### src/rtl/display_hdmi_data_pack.sv
// rtl/display_hdmi_data_pack.sv - packs PACK_BIT/PIXEL_BIT active pixels per word with x/y word addressing
// Optional PACK_PARTIAL_FLUSH_EN: emit a zero-padded partial word when a line ends mid-group.
module display_hdmi_data_pack #(
  parameter int PIXEL_BIT  = 32,
  parameter int PACK_BIT   = 64,
  parameter int FIFO_WIDTH = 10
) (
  input  logic                  in_pclk,
  input  logic                  i_arst,
  input  logic                  in_de,
  input  logic                  in_hs,
  input  logic                  in_vs,
  input  logic [PIXEL_BIT-1:0]  in_data,
  output logic [FIFO_WIDTH-1:0] out_x,
  output logic [FIFO_WIDTH-1:0] out_y,
  output logic                  out_valid,
  output logic                  out_de,
  output logic                  out_hs,
  output logic                  out_vs,
  output logic [PACK_BIT-1:0]   out_data,
  output logic [FIFO_WIDTH-1:0] out_x_total
);

  localparam int PACK_DIV = PACK_BIT / PIXEL_BIT;
  localparam logic [3:0] LAST_P = 4'(PACK_DIV - 1);
  localparam logic [FIFO_WIDTH-1:0] ONE = FIFO_WIDTH'(1);

`ifdef PACK_PARTIAL_FLUSH_EN
  localparam bit FLUSH_EN = 1'b1;
`else
  localparam bit FLUSH_EN = 1'b0;
`endif

  logic [3:0]            pcnt;
  logic [PACK_BIT-1:0]   shreg;
  logic [PACK_BIT-1:0]   word_next;
  logic [FIFO_WIDTH-1:0] x_cnt;
  logic [FIFO_WIDTH-1:0] y_cnt;
  logic                  line_end;

  // out_de doubles as the one-cycle-delayed DE used for falling-edge detection
  assign line_end = out_de && !in_de;

  // first pixel of a group starts from a clean word so unused slots read as zero
  always_comb begin
    word_next = (pcnt == 4'd0) ? '0 : shreg;
    word_next[int'(pcnt) * PIXEL_BIT +: PIXEL_BIT] = in_data;
  end

  always_ff @(posedge in_pclk or posedge i_arst) begin
    if (i_arst) begin
      pcnt        <= '0;
      shreg       <= '0;
      x_cnt       <= '0;
      y_cnt       <= '0;
      out_x       <= '0;
      out_y       <= '0;
      out_valid   <= 1'b0;
      out_de      <= 1'b0;
      out_hs      <= 1'b0;
      out_vs      <= 1'b0;
      out_data    <= '0;
      out_x_total <= '0;
    end else begin
      out_de    <= in_de;
      out_hs    <= in_hs;
      out_vs    <= in_vs;
      out_valid <= 1'b0;
      if (in_de) begin
        shreg <= word_next;
        if (pcnt == LAST_P) begin
          pcnt      <= '0;
          out_valid <= 1'b1;
          out_data  <= word_next;
          out_x     <= x_cnt;
          out_y     <= y_cnt;
          x_cnt     <= x_cnt + ONE;
        end else begin
          pcnt <= pcnt + 4'd1;
        end
      end else begin
        pcnt <= '0;
        if (line_end) begin
          x_cnt <= '0;
          y_cnt <= y_cnt + ONE;
          // pcnt still holds the pre-fall count here, so nonzero means a partial group
          if (FLUSH_EN && pcnt != 4'd0) begin
            out_valid   <= 1'b1;
            out_data    <= shreg;
            out_x       <= x_cnt;
            out_y       <= y_cnt;
            out_x_total <= x_cnt;
          end else begin
            out_x_total <= x_cnt - ONE;
          end
        end
      end
      if (in_vs) begin
        y_cnt <= '0;
      end
    end
  end

endmodule
### config.mk
export PLATFORM = sky130hd
export DESIGN_NAME = display_hdmi_data_pack
export DESIGN_NICKNAME = d
export VERILOG_FILES = /design/src/rtl/display_hdmi_data_pack.sv
export SDC_FILE = /design/constraint.sdc
export NUM_CORES = 1
export LEC_CHECK = 0
export BUFFER_PORTS_ARGS = -buffer_cell sky130_fd_sc_hd__buf_2
export CAP_MARGIN = 10
export CORE_MARGIN = 2
export CORE_UTILIZATION = 40
export CTS_CLUSTER_DIAMETER = 60
export DETAILED_ROUTE_END_ITERATION = 6
export PLACE_DENSITY = 0.66
export SLEW_MARGIN = 20
export SYNTH_ARGS = -nofsm -noshare
export SYNTH_HDL_FRONTEND = slang
export SYNTH_SLANG_ARGS = --single-unit
### constraint.sdc
create_clock -name in_pclk -period 6.4 [get_ports in_pclk]
set_clock_uncertainty 0.15 [all_clocks]
set_input_delay 0.32 -clock in_pclk [delete_from_list [all_inputs] [get_ports in_pclk]]
set_output_delay 0.32 -clock in_pclk [all_outputs]
set_load 0.05 [all_outputs]
# Word-level counts from Yosys, hierarchy flattened
# Index checks and enable logic that the tools add are counted.
dict set report totals {
  ff_bits 186
  in_bits 37
  out_inout_bits 98
  word_cells 44
}
dict set report op_classes {
  add_sub_neg 5
  n_eq_ne 3
  shifts 2
  muxes 12
  n_bitwise 1
  n_reduce_logical 9
}
# cell n
set op_table {}
lappend op_table {{$bwmux W64} 1}
lappend op_table {{$mux W64} 1}
lappend op_table {{$shift A32 B33 Y64 const A} 1}
lappend op_table {{$shiftx A32 B33 Y64} 1}
lappend op_table {{$mux W10} 6}
lappend op_table {{$neg A9 Y33} 1}
lappend op_table {{$add A10 B1 Y10 const B} 2}
lappend op_table {{$sub A10 B1 Y10 const B} 1}
lappend op_table {{$mux W4} 2}
lappend op_table {{$reduce_and A2 Y1} 4}
lappend op_table {{$add A4 B1 Y4 const B} 1}
lappend op_table {{$eq A4 B1 Y1 const B} 1}
lappend op_table {{$logic_not A4 Y1} 1}
lappend op_table {{$ne A2 B1 Y1 const B} 2}
lappend op_table {{$reduce_bool A2 Y1} 2}
lappend op_table {{$mux W1} 2}
lappend op_table {{$logic_and A1 B1 Y1} 1}
lappend op_table {{$logic_not A1 Y1} 1}
lappend op_table {{$not A1 Y1} 1}

# Logic depth before layout (Yosys ltp)
dict set report logic_depth {
  ltp_word 5
  ltp_mapped 9
  depth_no_buf 6
}

# Worst setup path before layout
# Ideal clock, no wire load.
dict set report synth_path {
  path_type {register -> register}
  from {register pcnt[2]}
  to {register shreg[32]}
  setup_time_ps 135
  t_arrival_ps 1863
  required_time_ps 6115
  setup_slack_ps 4252
  path_stages_with_launch 9
  path_buffers 3
  period_less_slack_ps 2148
  path_cell_list {dfrtp_1 -> buf_2 -> nor3_1 -> ha_1 -> and4b_1 -> buf_2 -> nand3_1 -> clkbuf_1 -> o211ai_1}
}
dict set report synth_via {
  elab_chain_len 3
  elab_cells_between_ends 6
  classes_between {1 x add/sub; 2 x shift; 2 x mux; 1 x reduce/logical}
}
# element line
set synth_lines {}
lappend synth_lines {{start, declared} 34} ;# logic [3:0] pcnt;
lappend synth_lines {{start signal, assigned} 79} ;# pcnt <= pcnt + 4'd1;
lappend synth_lines {{$neg A9 Y33 or $logic_not A4 Y1 (tied branches)} {47, 46}}
lappend synth_lines {{$shiftx A32 B33 Y64, or another cell as far along} 47} ;# word_next[int'(pcnt) * PIXEL_BIT +: PIXEL_BIT] = in_data;
lappend synth_lines {{$bwmux W64 *} 47}
lappend synth_lines {{end signal, assigned} 70} ;# shreg <= word_next;
lappend synth_lines {{end, declared} 35} ;# logic [PACK_BIT-1:0] shreg;
# Every way passes the cells marked *; elsewhere a longest branch is shown, timed or not.
# A chain may end at the register's enable or synchronous reset.

# Worst setup path after layout
dict set report layout_path {
  from {register pcnt[0]}
  to {register shreg[11]}
}
# The elaborated chain is that of the path after synthesis.

==> impl_metrics.csv <==
group,metric,value,unit
route,drc,0,
critical_path,r2r-end,"shreg[11]",
critical_path,crit_fanout,65,
power,switchingPower,1.84,mW
critical_path,cp_slowest_stage_delay,1.12,ns
finish,fin_nets,1010,
finish,seq_area,0.00465,mm2
critical_path,crit_end,"shreg[11]",
floorplanning,fp-row-count,53,
finish,drive_above_1_share,19.4,%
critical_path,cp_num_buf_inv,3,
critical_path,r2r_slack,2.63,ns
floorplanning,die-area,0.0223,mm2
placed_design,place_congestion,0.749,
placed_design,portBuffers,134,
synthesis,yosysWarnings,0,
placed_design,dp_hpwl,13700,um
critical_path,cp.required,6.57,ns
finish,diodes,0,
route,ant_nets,0,
run_status,status,"finished clean",
synthesis,yosys.cell_types.count,43,
timing,holdWs,0.0178,ns
route,vias,7066,
timing,max_freq,0.265,GHz
global_route,grt_pass1_vias,7010,
global_route,grt_pass1_wl,37300,um
route,drt_pass1_iterations,4,
clocking,h-tree-depth,4,
route,post_drt_wl_per_cell,18.1,um
critical_path,slowest_stage,"or4_1",
critical_path,worstSetupPathType,"reg2reg",
global_route,grt_max_degree,113,
finish,area_delta_synth_final,20.1,%
placed_design,dp.cells,1199,
critical_path,crit_path_end_kind,"flip-flop",
critical_path,worstPathCellList,"inv_1 -> ha_1 -> clkinv_2 -> or4_1 -> buf_4 -> a22o_1",
power,finalPower,4.34,mW
timing,worst_pin_slew,0.982,ns
floorplanning,fp.dieH,149,um
route,drt_iter0_markers,425,
power,pwr-share-seq,36.9,%
synthesis,synth_async_sr_flop_share,100,%
timing,setup_slack,2.63,ns
global_route,gr-total-overflow,0,
route,vias_per_cell,5.63,
timing,finalSetupViolations,0,
critical_path,critPathTopFamily,"buffers and inverters",
timing,hold_viol,0,
finish,multiInputGateArea,0.00333,mm2
clocking,cts_buffer_depth,2,
critical_path,crit_start,"pcnt[0]",
floorplanning,core-area,0.0209,mm2
critical_path,r2r_start,"pcnt[0]",
clocking,cts-root-buf,"clkbuf_16",
clocking,cts_tree,"built",
power,p_comb_share,35.9,%
placed_design,dp_slack,3.09,ns
synthesis,ys_ff_latch,186,
run,maxCapViolations,0,
clocking,clk_pin_slew,0.07,ns
critical_path,start_kind,"flip-flop",
timing,finalCritPeriodShare,58.9,%
timing,rsz0062_at_grt,"no",
critical_path,crit_cells,6,
finish,fillers,1931,
timing,min_period,3.77,ns
clocking,cts.sinks,186,
critical_path,reg2reg_depth,6,
clocking,clk_latency,0.43,ns
global_route,grt_use_total,21.0,%
power,power_density,427,mW/mm2
critical_path,critPathArrivalTime,3.93,ns
synthesis,synth_nets,907,
power,p_int,2.50,mW
global_route,antenna_found_initial,0,
route,totalWireLength,22700,um
synthesis,synthFlopType,"dfrtp_1",
floorplanning,ios,135,
clocking,post-cts-setup-buffers,0,
synthesis,synthCells,863,
clocking,cts_resized,0,
timing,maxSlewViolCount,0,
worst_hold_path,hold_class,"in2reg",
finish,mostFrequentLayoutCells,"dfrtp_1 (186), buf_2 (134), nand2_1 (130)",
power,swShare,42.4,%
floorplanning,start_util,40.5,%
timing,fin_setup_tns,0,ns
synthesis,netlist_area,0.00846,mm2
floorplanning,die_x,149,um
synthesis,avgSynthCellArea,9.80,um2
power,leakagePower,4.72,nW
timing,slew_headroom,34.4,%
finish,finalNonFillerCells,1254,
power,clkPwrFrac,27.2,%
synthesis,synth_edf_count,0,
synthesis,ys_seq_area_share,55.0,%
clocking,numCtsBuffers,17,
finish,layout_commonest_cell,"dfrtp_1",
power,ir_drop,0.236,mV
worst_hold_path,holdCritStartpoint,"in_data[25]",
[stage by stage]
step	utilization [%]	area, um2
after floorplan	-	8460
after global placement	44.4	9270
after detailed placement	44.4	9270
after CTS	48.6	10200
after global routing	48.6	10200
final	48.6	10200
[how the worst min path moves through the flow]
stage,to,slack (ns),depth (start not counted)
after floorplan,out_de,0.20,0
after global placement,out_hs,0.28,1
after detailed placement,out_hs,0.28,1
after CTS,shreg[25],0.001,2
after global routing,shreg[30],0.007,2
final,shreg[25],0.02,2
[power by group through the flow]
stage	Combinational [mW]	Sequential (mW)	Clock, mW
finish	1.56	1.60	1.18
global route	1.67	1.63	1.25
CTS	1.56	1.60	1.20
detailed placement	1.55	1.62	0
global placement	1.53	1.62	0
floorplan	0.488	2.28	0
[synthesized netlist by cell type (5+ instances only)]
cell      count  area share (%)
a21oi_1      40             2.4
a22o_1       32             3.3
a31oi_1      37             2.7
buf_1         5            0.22
buf_2        12            0.71
clkbuf_1     67             3.0
dfrtp_1     186              55
ha_1          7             1.0
inv_1        44             2.0
mux2i_1       6            0.71
nand2_1     130             5.8
nand3_1      43             2.5
nand4_1       6            0.44
nor2_1       42             1.9
o211ai_1     96             8.5
o21ai_0      17             1.0
o311ai_0     32             3.3
o31ai_1       7            0.62
or3_1         7            0.52
or4_1         8            0.71
[routing by layer]
metal | vias up | track usage [%] | wire (um)
met3 | 32 | 3.96 | 1110
met2 | 208 | 33.1 | 10700
met4 | 0 | 7.24 | 441
li1 | 3327 | - | -
met1 | 3499 | 29.3 | 10500
met5 | - | 0 | 0
[registers in the layout, indices dropped and copies added (netlist names), 4 cells and up]
name / flops
out_y: 10
x_cnt: 10
out_x: 10
out_data: 64
pcnt: 4
y_cnt: 10
shreg: 64
out_x_total: 10
[cell type report]
class	count	share of cell area (%)
clock buffer	18	4.32
clock inverter	14	2.13
inverter	47	1.82
multi-input combinational	545	32.8
sequential	186	45.8
tap	275	3.39
timing repair buffer	169	9.75
[cells by family (layout without fill, tap and decap cells)]
group	count (synthesis)	in the layout	share of synthesized area, %
compound gates	264	264	22.2
simple gates	258	258	13.8
flops	186	186	55.0
mux	8	8	0.976
xor+xnor	8	8	0.828
buf+inv	132	248	6.12
fa+ha+maj	7	7	1.04
[repair_timing]
item	4_1_cts	5_1_grt
hold buffers	23	0
hold endpoints to repair	133	0
endpoints found under the setup margin	0	0
Power figures use the tool's default switching activity.
